`config.mk`:
```
export PLATFORM = sky130hd
export DESIGN_NAME = approx_adder_err_monitor
export DESIGN_NICKNAME = d
export VERILOG_FILES = /design/src/rtl/approx_adder_err_monitor.sv
export SDC_FILE = /design/constraint.sdc
export NUM_CORES = 1
export LEC_CHECK = 0
export BUFFER_PORTS_ARGS = -buffer_cell sky130_fd_sc_hd__buf_2
export CORE_MARGIN = 2
export CORE_UTILIZATION = 45
export CTS_CLUSTER_SIZE = 30
export DETAILED_ROUTE_END_ITERATION = 7
export PLACE_DENSITY = 0.75
export SYNTH_ARGS = -nofsm -noshare
export SYNTH_HDL_FRONTEND = slang
export SYNTH_SLANG_ARGS = --single-unit
```
`constraint.sdc`:
```
create_clock -name clk -period 3.9 [get_ports clk]
set_input_delay 0.78 -clock clk [delete_from_list [all_inputs] [get_ports clk]]
set_output_delay 0.78 -clock clk [all_outputs]
set_load 0.01 [all_outputs]
```
`src/rtl/approx_adder_err_monitor.sv`:
```
// approx_adder_err_monitor
// Consumer-side checker for approximate W-bit adders. Each accepted sample
// (a, b, cin, approximate sum) is compared against the exact sum. Error metrics
// are accumulated over a window of 2^WIN_LOG2 samples. Each window's metrics are
// then offered through a valid/ready report port.
//
// Ports:
//   clk, rst_n     clock (rising edge), asynchronous active-low reset
//   clear          synchronous abort of the current window (highest priority)
//   in_valid/ready sample handshake; in_a, in_b, in_cin, in_sum sample payload
//   rpt_valid/ready report handshake
//   rpt_err_cnt    samples with nonzero error distance
//   rpt_sum_ed     sum of error distances
//   rpt_max_ed     maximum error distance
//   rpt_mean_ed    rpt_sum_ed >> WIN_LOG2 (truncating)
module approx_adder_err_monitor #(
   parameter int unsigned W        = 16,
   parameter int unsigned WIN_LOG2 = 10
) (
   input  logic                  clk,
   input  logic                  rst_n,
   input  logic                  clear,
   input  logic                  in_valid,
   output logic                  in_ready,
   input  logic [W-1:0]          in_a,
   input  logic [W-1:0]          in_b,
   input  logic                  in_cin,
   input  logic [W-1:0]          in_sum,
   output logic                  rpt_valid,
   input  logic                  rpt_ready,
   output logic [WIN_LOG2:0]     rpt_err_cnt,
   output logic [W+WIN_LOG2-1:0] rpt_sum_ed,
   output logic [W-1:0]          rpt_max_ed,
   output logic [W-1:0]          rpt_mean_ed
);

   typedef enum logic [1:0] {StRun, StDrain, StReport} state_t;

   state_t                r_state;
   logic [WIN_LOG2-1:0]   r_acc_cnt;
   logic [WIN_LOG2:0]     r_acc_err;
   logic [W+WIN_LOG2-1:0] r_acc_sum;
   logic [W-1:0]          r_acc_max;

   logic                  r_s1_valid;
   logic [W-1:0]          r_s1_a;
   logic [W-1:0]          r_s1_b;
   logic                  r_s1_cin;
   logic [W-1:0]          r_s1_sum;
   logic                  r_s2_valid;
   logic [W-1:0]          r_s2_ed;

   logic                  r_rpt_valid;
   logic [WIN_LOG2:0]     r_rpt_err;
   logic [W+WIN_LOG2-1:0] r_rpt_sum;
   logic [W-1:0]          r_rpt_max;

   logic                  w_accept;
   logic [W-1:0]          w_exact;
   logic [W-1:0]          w_ed;

   // clear wins over a simultaneous sample transfer
   assign w_accept = in_valid && in_ready && !clear;

   // Carry-out intentionally dropped: the adder under test has none
   assign w_exact = r_s1_a + r_s1_b + {{(W-1){1'b0}}, r_s1_cin};
   assign w_ed    = (w_exact >= r_s1_sum) ? (w_exact - r_s1_sum) : (r_s1_sum - w_exact);

   // S1 captures the raw sample, S2 holds its error distance
   always_ff @(posedge clk or negedge rst_n) begin
      if (!rst_n) begin
         r_s1_valid <= 1'b0;
         r_s1_a     <= '0;
         r_s1_b     <= '0;
         r_s1_cin   <= 1'b0;
         r_s1_sum   <= '0;
         r_s2_valid <= 1'b0;
         r_s2_ed    <= '0;
      end else if (clear) begin
         r_s1_valid <= 1'b0;
         r_s2_valid <= 1'b0;
      end else begin
         r_s1_valid <= w_accept;
         if (w_accept) begin
            r_s1_a   <= in_a;
            r_s1_b   <= in_b;
            r_s1_cin <= in_cin;
            r_s1_sum <= in_sum;
         end
         r_s2_valid <= r_s1_valid;
         if (r_s1_valid) begin
            r_s2_ed <= w_ed;
         end
      end
   end

   // Window FSM, accumulators and registered report outputs
   always_ff @(posedge clk or negedge rst_n) begin
      if (!rst_n) begin
         r_state     <= StRun;
         r_acc_cnt   <= '0;
         r_acc_err   <= '0;
         r_acc_sum   <= '0;
         r_acc_max   <= '0;
         r_rpt_valid <= 1'b0;
         r_rpt_err   <= '0;
         r_rpt_sum   <= '0;
         r_rpt_max   <= '0;
      end else if (clear) begin
         // Report payload is kept; only its valid is dropped
         r_state     <= StRun;
         r_acc_cnt   <= '0;
         r_acc_err   <= '0;
         r_acc_sum   <= '0;
         r_acc_max   <= '0;
         r_rpt_valid <= 1'b0;
      end else begin
         if (r_s2_valid) begin
            r_acc_err <= r_acc_err + {{WIN_LOG2{1'b0}}, (r_s2_ed != '0)};
            r_acc_sum <= r_acc_sum + {{WIN_LOG2{1'b0}}, r_s2_ed};
            if (r_s2_ed > r_acc_max) begin
               r_acc_max <= r_s2_ed;
            end
         end
         unique case (r_state)
            StRun: begin
               if (w_accept) begin
                  r_acc_cnt <= r_acc_cnt + 1'b1;
                  if (&r_acc_cnt) begin
                     r_state <= StDrain;
                  end
               end
            end
            StDrain: begin
               // Pipeline empty means the last sample is in the accumulators
               if (!r_s1_valid && !r_s2_valid) begin
                  r_rpt_err   <= r_acc_err;
                  r_rpt_sum   <= r_acc_sum;
                  r_rpt_max   <= r_acc_max;
                  r_rpt_valid <= 1'b1;
                  r_state     <= StReport;
               end
            end
            StReport: begin
               if (rpt_ready) begin
                  r_rpt_valid <= 1'b0;
                  r_acc_err   <= '0;
                  r_acc_sum   <= '0;
                  r_acc_max   <= '0;
                  r_state     <= StRun;
               end
            end
            default: r_state <= StRun;
         endcase
      end
   end

   assign in_ready    = (r_state == StRun);
   assign rpt_valid   = r_rpt_valid;
   assign rpt_err_cnt = r_rpt_err;
   assign rpt_sum_ed  = r_rpt_sum;
   assign rpt_max_ed  = r_rpt_max;
   assign rpt_mean_ed = r_rpt_sum[W+WIN_LOG2-1:WIN_LOG2];

endmodule

```
# Word level (Yosys, flattened, before mapping)
# Cells that the tools add are included.
# Widths: inputs -> output; s select.
[word_totals] wordCells=79 input_bits=54 output_inout_bits=71 register_bits=186
[op_classes] n_addsub=7 n_eq_ne=6 muxes=29 reduce_logical=18 n_bitwise=1 order_cmp=2
[ops] operator="$mux 26" n=4
[ops] operator="$mux 16" n=6
[ops] operator="$mux 11" n=4
[ops] operator="$sub 16x16->16" n=2
[ops] operator="$mux 10" n=3
[ops] operator="$add 26x16->26" n=1
[ops] operator="$add 16x1->16" n=1
[ops] operator="$add 16x16->16" n=1
[ops] operator="$ge 16x16->1" n=1
[ops] operator="$gt 16x16->1" n=1
[ops] operator="$reduce_bool 16->1" n=1
[ops] operator="$add 11x1->11" n=1
[ops] operator="$add 10x1->10 const B" n=1
[ops] operator="$mux 2" n=5
[ops] operator="$reduce_and 10->1" n=1
[ops] operator="$ne 3x2->1 const B" n=2
[ops] operator="$ne 3x3->1 const B" n=2
[ops] operator="$pmux 2 s3" n=1
[ops] operator="$reduce_and 2->1" n=3
[ops] operator="$reduce_and 3->1" n=2
[ops] operator="$mux 1" n=5
[ops] operator="$reduce_and 4->1" n=1
[ops] operator="$reduce_bool 2->1" n=2
[ops] operator="$logic_and 1x1->1" n=3
[ops] operator="other kinds (7)" n=9

# Depth between registers and ports, before layout
[depth] depth_word=6 mapped_depth=21 ltp_nobuf=20

# Worst setup path after synthesis
# No wires, ideal clock.
[synth_path] path_kind="register -> register" startpoint="register r_s1_a[0]" endpoint="register r_s2_ed[14]" t_required_ps=3823 setup_time_ps=77 arrival_time_ps=4283 synth_period_minus_slack_ps=4360 path_buffers=1 stages_incl_launch_ff=20 path_slack_ps=-460 cell_sequence="dfrtp_1 -> fa_1 -> a21o_1 -> a21oi_1 -> o21ai_0 -> and4_1 -> nor3_1 -> o31ai_1 -> a21o_1 -> xor2_1 -> ha_1 -> buf_2 -> a21o_1 -> a211oi_1 -> o211ai_2 -> a31oi_4 -> mux2i_1 -> a41oi_2 -> xor2_1 -> o21ai_1"
[synth_via] elab_chain_len=4 elab_cells_between_ends=6 classes_between="add/sub: 4; order compare: 1; mux: 1"
[synth_lines] item="start: declaration" line="46" source="logic [W-1:0] r_s1_a;"
[synth_lines] item="start signal: assignment" line="85" source="r_s1_a <= in_a;"
[synth_lines] item="$add 16x16->16 *" line="66" source="assign w_exact = r_s1_a + r_s1_b + {{(W-1){1'b0}}, r_s1_cin};"
[synth_lines] item="$add 16x1->16 *" line="66"
[synth_lines] item="$sub 16x16->16 or $ge 16x16->1 (tied branches)" line="67" source="assign w_ed = (w_exact >= r_s1_sum) ? (w_exact - r_s1_sum) : (r_s1_sum - w_exact);"
[synth_lines] item="$mux 16 *" line="67"
[synth_lines] item="end signal: assignment" line="92" source="r_s2_ed <= w_ed;"
[synth_lines] item="end: declaration" line="51" source="logic [W-1:0] r_s2_ed;"
# Mark *: on every way between the ends. The rest lies on a longest branch, timed or not.
# A chain may end at the register's enable or synchronous reset.

# Worst setup path after layout
[layout_path] startpoint="register r_s1_a[0]" endpoint="register r_s2_ed[8]"
# Same word-level chain as after synthesis.

==> results_dict.tcl <==
set metrics [dict create \
    start_kind "register" \
    ys_ff_latch 186 \
    dieWidth_microns 159.6 \
    synthFlopType "dfrtp_1" \
    drv_cap 0 \
    grt_first_pass_wirelength_microns 39170 \
    cts_max_level 4 \
    grt_pass1_vias 8113 \
    synthArstFlopShare 1.000 \
    gr-total-overflow 0 \
    crit_cells 22 \
    crit_fanout 4 \
    synth_warnings 0 \
    diodes 0 \
    rsz0062_at_grt "yes" \
    netlist_instances 1077 \
    crit_end "r_s2_ed[8]" \
    timing.rr.start "r_s1_a[0]" \
    regArea_sq_um 4654 \
    cp.required_ns 4.18 \
    die_h_microns 159.6 \
    drc 0 \
    cts_tree "done" \
    violations "setup timing" \
    final_util 0.5437 \
    min_path_type "input pin to async pin" \
    start_util 0.4611 \
    vias_per_cell 5.311 \
    tightest_slew_ns 1.185 \
    grt_max_degree 127 \
    worstReg2RegEnd "r_s2_ed[8]" \
    cts_root_buffer "clkbuf_16" \
    peakVddDrop_mv 0.4226 \
    cpPeakStageDelay_ns 0.38 \
    clock-skew-final_ns 0.01159 \
    max_freq_mhz 227.8 \
    num_rows 56 \
    drive_above_1_share 0.2812 \
    core_area_sq_um 23610 \
    setup_slack_ns -0.4896 \
    final-max-slew-violation-count 0 \
    synth_edf_count 0 \
    final_cell_mix "dfrtp_1, buf_2, nand2_1" \
    report.final.hold_viol_count 0 \
    worst-path-buf-inv 4 \
    leakage_nw 6.449 \
    ys_seq_area_frac 0.4275 \
    avgSynthCellArea_sq_um 10.11 \
    gp_congestion 0.8604 \
    min_period_over_period 1.126 \
    ys_top_cells_by_area "dfrtp_1, ha_1, mux2_2, o21ai_0, a21o_1" \
    path_cells "fa_2 -> inv_2 -> fa_2 -> nor2b_1 -> o21a_1 -> o21ai_2 -> a21oi_2 -> o2111a_2 -> nor2_1 -> a221o_1 -> xnor2_2 -> ha_2 -> a21o_1 -> a211oi_2 -> o211ai_2 -> a31oi_4 -> buf_4 -> mux2i_4 -> buf_4 -> buf_6 -> xnor2_2 -> o21ai_1" \
    relSlewSlack 0.2102 \
    hpwlAfterDp_microns 16790 \
    dieArea_sq_um 25460 \
    detail_route.wl_per_cell_microns 14.86 \
    finalSetupViolCount 15 \
    first_iter_violations 505 \
    hold_buffers 0 \
    final.min_clock_period_ns 4.390 \
    place_ws_ns -0.4990 \
    critPathKind "register to register" \
    area_growth_pct 17.92 \
    endpoint_kind "register" \
    fillers 2088 \
    clkLatencyLatePin_ns 0.44 \
    r2r_setup_slack_ns -0.49 \
    rr_worst_depth 22 \
    startpoint "r_s1_a[0]" \
    nNetsFinal 1360 \
    hold_ws_ns 0.4862 \
    syn_area_sq_um 10890 \
    multi_input_area_sq_um 5821 \
    cts_sinks 186 \
    drtPass1Iterations 7 \
    synth.largest_area_cell "dfrtp_1" \
    wirelength_microns 23080 \
    vias 8248 \
    numCtsBuffers 17 \
    power.density_nw_per_um2 626.8 \
    grt_usage 0.1849 \
    ant_nets 0 \
    clk_pin_slew_worst_paths_ns 0.07 \
    io_buffer_count 124 \
    worst_ep_arrival_time_ns 4.67 \
    cts.path.max_buffers 2 \
    synth.distinct_cells 57 \
    syn_nets 1216 \
    ios 125 \
    antenna_found_initial 0 \
    crit_slowest_cell "dfrtp_1" \
    outcome "finished with violations" \
    final_common_cell "dfrtp_1" \
    cp_top_family "compound AO/OA/AOI/OAI gates" \
    synth_top_area_frac 0.4275 \
]
flip-flops by register name (all words and copies together), names as in the netlist, 16 cells and up:
name        flops
r_acc_sum      26
rpt_sum_ed     26
r_acc_max      16
r_s1_a         16
r_s1_b         16
r_s1_sum       16
r_s2_ed        16
rpt_max_ed     16
cells in the mapped netlist, drive strengths merged, types with 3 or more instances:
cell	instances
dfrtp	186
or3	5
a221oi	4
nor2	65
o21a	7
or2	5
a21oi	43
nand2b	10
o31ai	7
buf	26
a21o	44
o21ai	75
o21bai	4
mux2	86
nor4	5
inv	66
and4	8
fa	5
nor2b	6
clkbuf	37
and2	10
o211ai	3
ha	80
a31oi	12
nand3	34
xnor2	37
nand4	7
a211oi	6
nand2	88
nor3	13
xor2	27
and3	13
mux2i	29
nand3b	5
cell families after synthesis:
kind of cell             after synthesis  synth area share
AND/OR/NAND/NOR                      275            0.1205
AO/OA/AOI/OAI                        223            0.1315
flip-flops                           186            0.4275
buffers and inverters                129           0.05229
multiplexers                         115            0.1156
adder cells (fa/ha/maj)               85            0.1011
XOR/XNOR                              64           0.05148
worst min-delay path by stage:
stage,startpoint,end,slack [ns]
floorplan,rst_n,r_acc_cnt[0],0.48
global placement,rpt_err_cnt[2],rpt_err_cnt[2],0.48
detailed placement,rpt_err_cnt[4],rpt_err_cnt[4],0.49
CTS,rpt_err_cnt[4],rpt_err_cnt[4],0.51
global route,rpt_max_ed[10],rpt_max_ed[10],0.52
finish,rst_n,rpt_sum_ed[16],0.49
worst reg2reg max path: stages, from the launching register on:
cell and delay (ns):
dfrtp_1 0.38, fa_2 0.23, inv_2 0.04, fa_2 0.36, nor2b_1 0.14, o21a_1 0.19
o21ai_2 0.08, a21oi_2 0.16, o2111a_2 0.28, nor2_1 0.06, a221o_1 0.34, xnor2_2 0.15
ha_2 0.18, a21o_1 0.20, a211oi_2 0.23, o211ai_2 0.16, a31oi_4 0.19, buf_4 0.16
mux2i_4 0.30, buf_4 0.16, buf_6 0.09, xnor2_2 0.09, o21ai_1 0.07
per-stage QoR:
step                      power, W  area (sq um)  setup TNS [ns]  instances
final                     0.008048         12840          -5.563       1553
after global placement    0.005943         12100          -3.996       1510
after detailed placement  0.006038         12100          -6.126       1510
after global routing      0.008579         12840          -7.939       1553
after floorplan           0.004957         10960         -0.9978       1077
after CTS                 0.007930         12780          -5.206       1550
power breakdown:
| part | internal [W] | total (W) | switching, W |
|---|---|---|---|
| logic | 0.00200 | 0.00402 | 0.00202 |
| registers | 0.00212 | 0.00236 | 0.000242 |
| clock network | 0.000844 | 0.00167 | 0.000823 |
final cells by class:
type	instances	share of cell area
inverters	66	0.01930
multi-input cells	762	0.4534
clock buffers	18	0.03343
repair buffers	188	0.08985
flip-flops and latches	186	0.3625
clock inverters	14	0.01043
well taps	319	0.03109
repair_timing:
item / in CTS / in global routing
cloned: 1 / 0
endpoints found under the setup margin: 15 / 15
buffers inserted: 7 / 6
resized for setup: 13 / 15
pin swaps: 13 / 18
routing by layer:
layer | vias up | track usage | wire length [microns]
met5 | - | 0 | 0
met4 | 0 | 0.05165 | 453
met3 | 35 | 0.03933 | 925
met2 | 214 | 0.3032 | 10850
met1 | 3954 | 0.2481 | 10840
li1 | 4045 | - | -
Power figures use the tool's default switching activity.
